$ cat config.mk
export PLATFORM = sky130hd
export DESIGN_NAME = pulse_propagation_meter
export DESIGN_NICKNAME = d
export VERILOG_FILES = /design/src/rtl/restoration_pkg.sv /design/src/rtl/pulse_edge_sync.sv /design/src/rtl/pulse_propagation_meter.sv
export SDC_FILE = /design/constraint.sdc
export NUM_CORES = 1
export LEC_CHECK = 0
export ABC_AREA = 1
export BUFFER_PORTS_ARGS = -buffer_cell sky130_fd_sc_hd__buf_2
export CORE_ASPECT_RATIO = 0.75
export CORE_MARGIN = 2
export CORE_UTILIZATION = 56
export DETAILED_ROUTE_END_ITERATION = 8
export PLACE_DENSITY = 0.77
export REMOVE_ABC_BUFFERS = 1
export SYNTH_ARGS = -nofsm -noshare
export SYNTH_HDL_FRONTEND = slang
export SYNTH_SLANG_ARGS = --single-unit
$ cat constraint.sdc
create_clock -name clk_i -period 7.32 [get_ports clk_i]
set_clock_uncertainty 0.2 [all_clocks]
set_input_delay 0.366 -clock clk_i [delete_from_list [all_inputs] [get_ports clk_i]]
set_output_delay 0.366 -clock clk_i [all_outputs]
set_load 0.03 [all_outputs]
$ cat src/rtl/restoration_pkg.sv
`default_nettype none
// ============================================================================
//  Module      : restoration_pkg
//  Description : Shared definitions for the pulse propagation meter: FSM
//                state encoding, default widths and the effective-timeout
//                helper.
//  Revision    : 1.0 - initial release
// ============================================================================
package restoration_pkg;

    // Default geometry of the meter
    localparam int DEF_NUM_CH   = 4;
    localparam int DEF_CNT_W    = 16;
    localparam int DEF_AVG_LOG2 = 2;

    // Shot FSM encoding
    localparam logic [1:0] ST_IDLE    = 2'd0;
    localparam logic [1:0] ST_BLANK   = 2'd1;
    localparam logic [1:0] ST_MEASURE = 2'd2;
    localparam logic [1:0] ST_DONE    = 2'd3;

    // A programmed timeout of 0 selects the largest counter value, so a shot
    // can never wait on a counter that would have to wrap. Widths up to 32.
    function automatic logic [31:0] eff_timeout(input logic [31:0] t, input int w);
        logic [63:0] max_v;
        max_v = (64'd1 << w) - 64'd1;
        if (t == 32'd0) begin
            return max_v[31:0];
        end
        return t;
    endfunction

endpackage
`default_nettype wire

$ cat src/rtl/pulse_edge_sync.sv
`default_nettype none
// ============================================================================
//  Module      : pulse_edge_sync
//  Description : Two-flop synchroniser followed by a registered rising-edge
//                detector. An input first sampled high at edge E0 yields a
//                one-cycle edge_o pulse registered at E2.
//  Revision    : 1.0 - initial release
//  Ports       : clk_i      system clock
//                reset_n_i  synchronous active-low reset
//                async_i    asynchronous level input
//                edge_o     one-cycle rising-edge pulse (registered)
// ============================================================================
module pulse_edge_sync (
    input  logic clk_i,
    input  logic reset_n_i,
    input  logic async_i,
    output logic edge_o
);

    logic sync1_q;
    logic sync2_q;
    logic prev_q;
    logic edge_q;

    always_ff @(posedge clk_i) begin
        if (!reset_n_i) begin
            sync1_q <= 1'b0;
            sync2_q <= 1'b0;
            prev_q  <= 1'b0;
            edge_q  <= 1'b0;
        end else begin
            sync1_q <= async_i;
            sync2_q <= sync1_q;
            prev_q  <= sync2_q;
            edge_q  <= sync2_q & ~prev_q;
        end
    end

    assign edge_o = edge_q;

endmodule
`default_nettype wire

$ cat src/rtl/pulse_propagation_meter.sv
`default_nettype none
// ============================================================================
//  Module      : pulse_propagation_meter
//  Description : Multi-channel pulse time-of-flight meter. A trigger edge
//                starts a free-running counter; the first echo per channel
//                after the blanking window is timestamped, channels missing
//                the timeout are flagged, and fully captured shots are
//                averaged over 2^AVG_LOG2 triggers.
//  Revision    : 1.0 - initial release
//  Ports       : clk_i               system clock
//                reset_n_i           synchronous active-low reset
//                trigger_req_i       async trigger level (rising edge = shot)
//                restored_pulse_i    async echo per channel
//                pulser_ic_error_i   synchronous fault, aborts the shot
//                reset_all_errors_i  clears sticky timeout flags
//                blank_cycles_i      echoes ignored while counter < this
//                timeout_cycles_i    shot timeout (0 = counter maximum)
//                tof_o / tof_valid_o last completed shot timestamps/flags
//                meas_done_o         one-cycle pulse per completed shot
//                tof_avg_o           averaged timestamps
//                avg_valid_o         one-cycle pulse, tof_avg_o updated
//                timeout_err_o       sticky per-channel missed-echo flags
//                aborted_o           one-cycle pulse, shot killed by fault
// ============================================================================
module pulse_propagation_meter
    import restoration_pkg::*;
#(
    parameter int NUM_CH   = DEF_NUM_CH,
    parameter int CNT_W    = DEF_CNT_W,
    parameter int AVG_LOG2 = DEF_AVG_LOG2
) (
    input  logic                      clk_i,
    input  logic                      reset_n_i,
    input  logic                      trigger_req_i,
    input  logic [NUM_CH-1:0]         restored_pulse_i,
    input  logic                      pulser_ic_error_i,
    input  logic                      reset_all_errors_i,
    input  logic [CNT_W-1:0]          blank_cycles_i,
    input  logic [CNT_W-1:0]          timeout_cycles_i,
    output logic [NUM_CH*CNT_W-1:0]   tof_o,
    output logic [NUM_CH-1:0]         tof_valid_o,
    output logic                      meas_done_o,
    output logic [NUM_CH*CNT_W-1:0]   tof_avg_o,
    output logic                      avg_valid_o,
    output logic [NUM_CH-1:0]         timeout_err_o,
    output logic                      aborted_o
);

    localparam int ACC_W = CNT_W + AVG_LOG2;
    localparam int SC_W  = AVG_LOG2 + 1;
    localparam logic [SC_W-1:0] C_SHOT_LAST = SC_W'((1 << AVG_LOG2) - 1);

    // ------------------------------------------------------------------
    // Input synchronisers: identical latency on trigger and echo paths so
    // timestamps are free of synchroniser offset.
    // ------------------------------------------------------------------
    logic              w_trig_edge;
    logic [NUM_CH-1:0] w_echo_edge;

    pulse_edge_sync u_trig_sync (
        .clk_i     (clk_i),
        .reset_n_i (reset_n_i),
        .async_i   (trigger_req_i),
        .edge_o    (w_trig_edge)
    );

    for (genvar c = 0; c < NUM_CH; c++) begin : g_echo_sync
        pulse_edge_sync u_echo_sync (
            .clk_i     (clk_i),
            .reset_n_i (reset_n_i),
            .async_i   (restored_pulse_i[c]),
            .edge_o    (w_echo_edge[c])
        );
    end

    // ------------------------------------------------------------------
    // Shot control
    // ------------------------------------------------------------------
    logic [1:0]        state_q, state_d;
    logic [CNT_W-1:0]  cnt_q, cnt_d;
    logic [NUM_CH-1:0] capt_q;
    logic [SC_W-1:0]   shot_q;
    logic [NUM_CH-1:0] tof_valid_q;
    logic [NUM_CH-1:0] timeout_err_q, timeout_err_d;
    logic              meas_done_q;
    logic              avg_valid_q;
    logic              aborted_q;

    logic [CNT_W-1:0]  w_eff_to;
    logic [CNT_W-1:0]  w_cnt_inc;
    logic              w_trig;
    logic              w_active;
    logic              w_start;
    logic              w_abort;
    logic [1:0]        w_start_st;
    logic              w_blank_over;
    logic              w_at_to;
    logic [NUM_CH-1:0] w_hit;
    logic [NUM_CH-1:0] w_capt_all;
    logic              w_finish;
    logic              w_good;
    logic              w_avg_last;

    assign w_eff_to     = CNT_W'(eff_timeout(32'(timeout_cycles_i), CNT_W));
    assign w_cnt_inc    = (cnt_q == '1) ? cnt_q : cnt_q + CNT_W'(1);
    // The fault masks trigger edges; the fault itself only acts outside IDLE.
    assign w_trig       = w_trig_edge & ~pulser_ic_error_i;
    assign w_active     = (state_q == ST_BLANK) || (state_q == ST_MEASURE);
    assign w_start      = w_trig & ((state_q == ST_IDLE) | w_active);
    assign w_abort      = pulser_ic_error_i & (state_q != ST_IDLE);
    assign w_start_st   = (blank_cycles_i == '0) ? ST_MEASURE : ST_BLANK;
    assign w_blank_over = ({1'b0, cnt_q} + (CNT_W+1)'(1)) >= {1'b0, blank_cycles_i};
    assign w_at_to      = cnt_q >= w_eff_to;

    // New captures this cycle; a restart or abort in the same cycle wins.
    assign w_hit      = {NUM_CH{(state_q == ST_MEASURE) & ~w_start & ~w_abort}}
                        & w_echo_edge & ~capt_q;
    assign w_capt_all = capt_q | w_hit;

    always_comb begin
        state_d  = state_q;
        cnt_d    = cnt_q;
        w_finish = 1'b0;
        case (state_q)
            ST_IDLE: begin
                if (w_trig) begin
                    state_d = w_start_st;
                    cnt_d   = '0;
                end
            end
            ST_BLANK: begin
                cnt_d = w_cnt_inc;
                // A timeout shorter than the blanking window ends the shot here.
                if (w_at_to) begin
                    state_d  = ST_DONE;
                    w_finish = 1'b1;
                end else if (w_blank_over) begin
                    state_d = ST_MEASURE;
                end
            end
            ST_MEASURE: begin
                cnt_d = w_cnt_inc;
                if ((&w_capt_all) || w_at_to) begin
                    state_d  = ST_DONE;
                    w_finish = 1'b1;
                end
            end
            default: begin
                state_d = ST_IDLE;
            end
        endcase

        if (w_active && w_trig) begin
            state_d  = w_start_st;
            cnt_d    = '0;
            w_finish = 1'b0;
        end
        if (w_abort) begin
            state_d  = ST_IDLE;
            w_finish = 1'b0;
        end
    end

    assign w_good     = w_finish & (&w_capt_all);
    assign w_avg_last = (shot_q == C_SHOT_LAST);

    // Set of a timeout flag outranks a coincident clear request.
    always_comb begin
        timeout_err_d = reset_all_errors_i ? '0 : timeout_err_q;
        if (w_finish) begin
            timeout_err_d = timeout_err_d | ~w_capt_all;
        end
    end

    always_ff @(posedge clk_i) begin
        if (!reset_n_i) begin
            state_q       <= ST_IDLE;
            cnt_q         <= '0;
            capt_q        <= '0;
            shot_q        <= '0;
            tof_valid_q   <= '0;
            timeout_err_q <= '0;
            meas_done_q   <= 1'b0;
            avg_valid_q   <= 1'b0;
            aborted_q     <= 1'b0;
        end else begin
            state_q       <= state_d;
            cnt_q         <= cnt_d;
            capt_q        <= w_start ? '0 : w_capt_all;
            timeout_err_q <= timeout_err_d;
            meas_done_q   <= w_finish;
            avg_valid_q   <= w_good & w_avg_last;
            aborted_q     <= w_abort;
            if (w_finish) begin
                tof_valid_q <= w_capt_all;
            end
            if (w_good) begin
                shot_q <= w_avg_last ? '0 : shot_q + SC_W'(1);
            end
        end
    end

    // ------------------------------------------------------------------
    // Per-channel shadow capture, published timestamp and accumulator
    // ------------------------------------------------------------------
    for (genvar c = 0; c < NUM_CH; c++) begin : g_chan
        logic [CNT_W-1:0] shadow_q;
        logic [CNT_W-1:0] tof_q;
        logic [CNT_W-1:0] avg_q;
        logic [ACC_W-1:0] acc_q;
        logic [CNT_W-1:0] w_tof_new;
        logic [ACC_W-1:0] w_sum;

        // A capture landing in the finishing cycle is published directly.
        assign w_tof_new = w_hit[c]  ? cnt_q    :
                           capt_q[c] ? shadow_q : '1;
        assign w_sum     = acc_q + ACC_W'(w_tof_new);

        always_ff @(posedge clk_i) begin
            if (!reset_n_i) begin
                shadow_q <= '0;
                tof_q    <= '0;
                avg_q    <= '0;
                acc_q    <= '0;
            end else begin
                if (w_hit[c]) begin
                    shadow_q <= cnt_q;
                end
                if (w_finish) begin
                    tof_q <= w_tof_new;
                end
                if (w_good) begin
                    if (w_avg_last) begin
                        acc_q <= '0;
                        avg_q <= CNT_W'(w_sum >> AVG_LOG2);
                    end else begin
                        acc_q <= w_sum;
                    end
                end
            end
        end

        assign tof_o[c*CNT_W +: CNT_W]     = tof_q;
        assign tof_avg_o[c*CNT_W +: CNT_W] = avg_q;
    end

    assign tof_valid_o   = tof_valid_q;
    assign timeout_err_o = timeout_err_q;
    assign meas_done_o   = meas_done_q;
    assign avg_valid_o   = avg_valid_q;
    assign aborted_o     = aborted_q;

endmodule
`default_nettype wire

Word-level counts from Yosys, hierarchy flattened:

Cells that the tools add are included.

* flip-flop bits (word level): 320
* latch bits: 0
* RAM bits: 0
* bits in read-only memories: 0
* input bits: 41
* word-level logic and storage cells: 140
* memories: 0

* $add $sub $neg: 7
* multipliers: 0
* divide/modulo/power cells: 0
* magnitude comparators: 2
* eq/ne operators: 9
* shift operators: 0
* muxes and demuxes: 33
* bitwise logic cells: 28
* reduce and logical (&&, ||, !) cells: 16

Operators with widths (number)
* $mux W16: 12
* $add A18 B16 Y18: 4
* $mux W18: 4
* $logic_not A16 Y1: 2
* $pmux W16 S2: 1
* $add A16 B1 Y17 const B: 1
* $ge A17 B16 Y1: 1
* $add A16 B1 Y16 const B: 1
* $eq A16 B16 Y1 const B: 1
* $ge A16 B16 Y1: 1
* $and A1 B1 Y1: 12
* $mux W2: 6
* $not A1 Y1: 9
* $and A4 B4 Y4: 2
* $mux W4: 2
* $not A4 Y4: 2
* $or A4 B4 Y4: 2
* $reduce_or A2 Y1: 4
* $pmux W2 S3: 1
* $reduce_and A3 Y1: 2
* $mux W1: 5
* $ne A2 B2 Y1 const B: 2
* $ne A4 B3 Y1 const B: 1
* $reduce_and A4 Y1: 1
* other kinds (14): 16

Logic depth before layout (Yosys ltp):

* word-level depth: 18
* gate-level depth with buffers: 24
* depth with buffers taken out: 23

By module:

A second synthesis with hierarchy kept.

* cells, all modules: 2321
* area, all modules: 16717.3 sq um

Modules (own cells, without submodules)
* pulse_propagation_meter: times used 1, cells an instance 2266, area each 16173.0 sq um, sequential area each 6005.8 sq um
* pulse_edge_sync: times used 5, cells an instance 11, area each 108.9 sq um, sequential area each 80.1 sq um

Least setup slack after synthesis:

Ideal clock, no wire load.

* path kind: register to register
* from: register state_q[0]
* to: register g_chan[0].acc_q[10]
* data arrival time: 3184 ps
* path slack: 3865 ps
* cell stages (with the launch flop): 24
* path buffers: 1
* period minus slack after synthesis: 3455 ps
* cell sequence: dfxtp_1 inv_1 ha_1 inv_2 nand2_2 nand3_4 nor3_1 clkinv_1 clkbuf_1 o22ai_1 inv_1 ha_1 inv_1 fa_1 o21ai_0 nand2_1 nand2_1 nand2_1 nand2_1 nand3_1 nand2_1 xor2_1 nand2_1 a21oi_1

* elaborated cells between the ends (all ways): 26
* those cells by class: add/sub (1); eq/ne (2); mux (6); bitwise (11); reduce/logical (6)

RTL lines
* start, declared: line pulse_propagation_meter.sv:79 `logic [1:0] state_q, state_d;`
* start signal, assigned: line pulse_propagation_meter.sv:187 `state_q <= state_d;`
* $eq A2 B1 Y1 / $eq A2 B2 Y1 (equally long branches): line pulse_propagation_meter.sv:108, pulse_propagation_meter.sv:116
* $logic_or A1 B1 Y1: line pulse_propagation_meter.sv:108 `assign w_active = (state_q == ST_BLANK) || (state_q == ST_MEASURE);`
* $or A1 B1 Y1: line pulse_propagation_meter.sv:109 `assign w_start = w_trig & ((state_q == ST_IDLE) | w_active);`
* $and A1 B1 Y1: line pulse_propagation_meter.sv:109
* $not A1 Y1: line pulse_propagation_meter.sv:116 `assign w_hit = {NUM_CH{(state_q == ST_MEASURE) & ~w_start & ~w_abort}}`
* $and A1 B1 Y1: line pulse_propagation_meter.sv:116
* $and A1 B1 Y1 (*): line pulse_propagation_meter.sv:116
* $and A4 B4 Y4 (*) (2 in series): line pulse_propagation_meter.sv:117 `& w_echo_edge & ~capt_q;`
* $mux W16 (*): line pulse_propagation_meter.sv:215 `assign w_tof_new = w_hit[c] ? cnt_q :`
* named net g_chan[0].w_tof_new[0]: line pulse_propagation_meter.sv:211 `logic [CNT_W-1:0] w_tof_new;`
* $add A18 B16 Y18 (*): line pulse_propagation_meter.sv:217 `assign w_sum = acc_q + ACC_W'(w_tof_new);`
* $mux W18 (*): line pulse_propagation_meter.sv:233 `if (w_avg_last) begin`
* end signal, assigned: line pulse_propagation_meter.sv:237 `acc_q <= w_sum;`
* end, declared: line pulse_propagation_meter.sv:210 `logic [ACC_W-1:0] acc_q;`

Mark *: on every way through the listed nets, which the timed path passes. The rest lies on a longest branch.
A chain may end at the register's enable or synchronous reset.

Worst setup path after layout:

* from: register cnt_q[0]
* to: register g_chan[2].avg_q[11]

* longest elaborated chain between the ends: 8
* elaborated cells between the ends (all ways): 11
* those cells by class: add/sub (1); order compare (1); mux (6); bitwise (1); reduce/logical (2)

Ends and longest elaborated chain
* start, declared: line pulse_propagation_meter.sv:80 `logic [CNT_W-1:0] cnt_q, cnt_d;`
* start signal, assigned: line pulse_propagation_meter.sv:188 `cnt_q <= cnt_d;`
* $ge A16 B16 Y1: line pulse_propagation_meter.sv:113 `assign w_at_to = cnt_q >= w_eff_to;`
* $logic_or A1 B1 Y1: line pulse_propagation_meter.sv:143 `if ((&w_capt_all) || w_at_to) begin`
* $mux W1: line pulse_propagation_meter.sv:143
* $pmux W1 S2: line pulse_propagation_meter.sv:124 `case (state_q)`
* $mux W1: line pulse_propagation_meter.sv:153 `if (w_active && w_trig) begin`
* $mux W1: line pulse_propagation_meter.sv:158 `if (w_abort) begin`
* $and A1 B1 Y1: line pulse_propagation_meter.sv:164 `assign w_good = w_finish & (&w_capt_all);`
* $reduce_and A2 Y1 (no source line)
* end signal, assigned: line pulse_propagation_meter.sv:235 `avg_q <= CNT_W'(w_sum >> AVG_LOG2);`
* end, declared: line pulse_propagation_meter.sv:209 `logic [CNT_W-1:0] avg_q;`

Several ways; a longest one is shown, not always the timed one.

==> results by stage <==
Clocking:
- The H-tree depth is 1.
- TritonCTS built the clock tree.
- The number of sinks handled by clock tree synthesis is 320.
- Counting along the longest clock path gives a buffer depth of 3.
- In this run, post-CTS hold repair placed 7 buffers.
- The number of setup buffers added after CTS is 0.
- Clock-pin slew was measured on the worst setup and hold paths at 0.06 ns.
- Clock latency on the worst-skew pair, taken at its later pin, is ~0.57 ns.
- The total of cells resized after clock tree synthesis is 0.
- The buffer cell driving the clock tree root is sky130_fd_sc_hd__clkbuf_16.
- The clock buffer count from CTS is 30.

Cells and area:
- The number of fill cells in the layout is ~2500.
- The area overhead of the layout relative to synthesis is 13.16%.
- After routing the design area is 18260 um2.
- In the final design database the tool counted between 2000 and 3000 nets.
- The post-route netlist has 10.93% of its cells at a drive strength greater than 1.
- The final core area utilization is 64.77%.
- The total inserted antenna cells is 0.

Synth:
- The Yosys warning count is 0.
- The combined area of all synthesized cells is 16130 um2.
- The proportion of synthesized chip area in sequential cells is about two fifths.
- The synthesized design contains 0 enable-type register cells.
- The synthesized design spends more area on one cell type than any other, namely sky130_fd_sc_hd__dfxtp_1.
- The most frequent cell after synthesis is sky130_fd_sc_hd__nor2_1.
- The commonest cells after synthesis are 379 x sky130_fd_sc_hd__nor2_1, 361 x sky130_fd_sc_hd__nand2_1, 320 x sky130_fd_sc_hd__dfxtp_1.
- The post-synthesis cell count is roughly 2200.
- The async set or reset register ratio after synthesis is 0%.
- Yosys mapped the design onto 39 distinct sky130hd cell types.
- Of the post-synthesis cell area, the dominant cell type holds between 30% and 40%.
- After synthesis the netlist holds a flip-flop and latch count of 320.
- Ranked by total cell area, the synthesized netlist is headed by sky130_fd_sc_hd__dfxtp_1 40%, sky130_fd_sc_hd__nor2_1 8.8%, sky130_fd_sc_hd__nand2_1 8.4%.
- The average cell area after synthesis is about 7.2 um2.
- The primary flip-flop cell chosen by synthesis mapping is sky130_fd_sc_hd__dfxtp_1.

Setup path:
- The kind of end point of the critical path is a flip-flop.
- The beginning of the critical path is cnt_q[0].
- The endpoint identified for the worst register-to-register timing path is g_chan[2].avg_q[11].
- Along the worst path, the maximum fanout reaches between 70 and 80.
- STA puts the critical path data arrival time at 5.32 ns.
- The kind of critical path is reg2reg.
- The reg-to-reg startpoint is cnt_q[0].
- The worst setup path is launched from a flip-flop.
- The worst-case register-to-register setup slack is 2.30 ns.
- At the worst endpoint, the required time is 7.62 ns.
- The number of cells on the worst reg-to-reg path is 17.

Power and ir drop:
- Net switching is 27.54% of the power.
- For this design the static power due to leakage is 0.008513 uW.
- The internal power component is about 2900 uW.
- The power density relative to cell area is ~220 nW/um2.
- In this run, flip-flops and latches consume between 40% and 50% of the power.
- VDD sags by at most between 0.00015 and 0.0002 V.
- In this run, the combinational gates consume approximately 13% of the power.
- The share of power burned in the clock network is 41.5%.
- The analysis attributes to net switching a power of around 1100 uW.

Drt:
- Once detail routing completed, the nets flagged for antenna violations numbered 0.
- The per-cell routed wire length is roughly 16 um.
- The starting DRC count in detailed routing is around 1400.
- The final wirelength is 45520 um.
- The post-route DRC violation count is 0.
- The routed layout has ~15000 vias.
- Using the TritonRoute via totals, the vias-per-cell ratio works out to 5.576.
- The first detailed-routing pass took 6 iterations.

Timing:
- Timing would allow up to roughly 0.2 GHz.
- Setup violations remaining at the end of the flow were counted as 0.
- The time the worst path needs with I/O delays and setup is 5.024 ns.
- The count of final hold-check violations is 0.
- The sum of negative setup slack is 0 ns.
- The headroom to the max-slew limit is just over 20%.
- Setup repair after global routing left no endpoint under its margin.
- The final critical path takes up between 60 and 70% of the cycle.
- The count of final max-slew check failures is 0.
- At the pin with the least slew margin, the transition time is between 1 and 1.5 ns.

Place:
- The port buffer count is between 150 and 200.
- The total cell area at the placement stage is around 17000 um2.
- Detailed placement ended at an HPWL of between 30000 and 40000 um.
- The global placement routability congestion is 0.9385.

Die:
- Measured along the y axis, the die boundary spans around 150 um.
- The floorplan has 53 rows.
- The die is ~200 um wide.
- The total die area is between 30000 and 40000 um2.
- The initial standard-cell utilization of the core is 57.24%.
- The area of the core is approximately 28000 um2.
- In this run the count of I/O pins placed on the die edge is 180.

Run:
- The number of violations of the max-capacitance limit is 0.

Global routing:
- The global-route usage over all layers is between 30% and 40%.
- Entering global routing, the biggest net connects 110 pins.
- The number of antenna violations at the first check in global routing is 0.
- The leftover overflow at the end of global routing is 0.
- The first global-routing pass estimated roughly 74000 um of wire.
- The number of global-route vias before repair is about 14000.

Run status:
- The flow ran to the end, and the final reports show no timing, DRC or antenna violations.

Worst hold path:
- The worst hold path belongs to the class reg2reg.
- The worst hold path terminates at g_echo_sync[0].u_echo_sync.edge_o.
- The number of instances on the worst hold path is 1.
- The start point of the worst min-delay path is g_echo_sync[0].u_echo_sync.prev_q.
## cell type report
cell class / instances / area, um2 / area share [%]
inverter: 231 / 867.1 / 4.750
multi-input combinational: 1575 / 8372 / 45.86
tap: 385 / 481.7 / 2.639
timing repair buffer: 197 / 1064 / 5.826
clock inverter: 16 / 239.0 / 1.309
sequential: 320 / 6406 / 35.09
clock buffer: 39 / 825.8 / 4.524
## flip-flops by register name (all words and copies together) (netlist names)
signal / cells
g_chan.acc_q: 72
g_chan.avg_q: 64
g_chan.shadow_q: 64
g_chan.tof_q: 64
cnt_q: 16
capt_q: 4
g_echo_sync.u_echo_sync.edge_o: 4
g_echo_sync.u_echo_sync.prev_q: 4
g_echo_sync.u_echo_sync.sync1_q: 4
g_echo_sync.u_echo_sync.sync2_q: 4
timeout_err_o: 4
tof_valid_o: 4
shot_q: 3
state_q: 2
aborted_o: 1
avg_valid_o: 1
meas_done_o: 1
u_trig_sync.edge_o: 1
u_trig_sync.prev_q: 1
u_trig_sync.sync1_q: 1
u_trig_sync.sync2_q: 1
## worst max-delay path by stage
stage                     endpoint  slack [ns]
6_report       g_chan[2].avg_q[11]        2.30
4_1_cts         g_chan[2].avg_q[6]        2.37
5_1_grt        g_chan[2].avg_q[14]        1.97
3_5_place_dp   g_chan[2].avg_q[14]        1.97
3_3_place_gp    g_chan[2].avg_q[1]        2.14
2_1_floorplan  g_chan[1].acc_q[15]        2.04
## layer usage
| layer | track usage [%] | vias to the layer above | wire, um |
|---|---|---|---|
| met5 | 0 | - | 0 |
| met4 | 7.926 | 0 | 1111 |
| met3 | 4.008 | 82 | 3628 |
| met2 | 48.51 | 593 | 20050 |
| met1 | 43.21 | 7182 | 20720 |
| li1 | - | 7550 | - |
## layout by cell type (no fill, tap or decap), drive strengths merged, types with 6 or more instances in the layout
master / n
nor2: 381
o22ai: 64
o21ai: 234
xnor2: 12
nor3: 21
xor2: 65
buf: 190
a21oi: 222
nand4: 11
nand2: 363
nand3: 35
inv: 226
clkinv: 13
a21o: 11
a31oi: 6
o21a: 6
dlygate4sd3: 7
dfxtp: 320
bufinv: 6
ha: 102
a211oi: 14
clkbuf: 39
nor4: 12
## worst max-delay path, cell delays in order (launching register included)
cell                       delay [ns]
sky130_fd_sc_hd__dfxtp_1         0.56
sky130_fd_sc_hd__clkinv_1        0.39
sky130_fd_sc_hd__ha_1            0.40
sky130_fd_sc_hd__inv_1           0.03
sky130_fd_sc_hd__nand2_1         0.04
sky130_fd_sc_hd__nand2_1         0.05
sky130_fd_sc_hd__nand3_1         0.10
sky130_fd_sc_hd__nand2_1         0.06
sky130_fd_sc_hd__nand2_1         0.07
sky130_fd_sc_hd__nand2_1         0.05
sky130_fd_sc_hd__nand2_1         0.16
sky130_fd_sc_hd__nand2_1         0.12
sky130_fd_sc_hd__nand2_1         0.13
sky130_fd_sc_hd__nand3_4         0.75
sky130_fd_sc_hd__nor2_4          0.95
sky130_fd_sc_hd__buf_4           0.47
sky130_fd_sc_hd__o21ai_0         0.14
sky130_fd_sc_hd__nor2_1          0.15
## power groups by stage
| stage | clock network (uW) | logic (uW) | registers, uW |
|---|---|---|---|
| 2_1_floorplan | 0 | 339 | 1860 |
| 3_3_place_gp | 0 | 480 | 1900 |
| 3_5_place_dp | 0 | 495 | 1900 |
| 4_1_cts | 1710 | 500 | 1860 |
| 5_1_grt | 1780 | 567 | 1870 |
| 6_report | 1690 | 509 | 1870 |
## kinds of logic (layout without fill, tap and decap cells)
group,count (synthesis),in the layout,synth area share (%)
XOR/XNOR,77,77,4.181
AO/OA/AOI/OAI,560,560,18.44
adder cells (fa/ha/maj),106,106,8.408
AND/OR/NAND/NOR,832,832,20.70
flip-flops,320,320,39.71
buffers and inverters,343,483,8.555
## stage by stage
stage               hold slack [ns]  instances  setup WS, ns  power [uW]
detailed placement           0.1757       2701         1.973        2399
floorplan                    0.1681       2126         2.041        2201
global placement             0.1715       2701         2.144        2383
finish                       0.1827       2763         2.296        4067
global route                 0.2005       2763         1.974        4217
CTS                          0.1674       2763         2.371        4077
No activity file was read; power rests on OpenSTA's default activity.
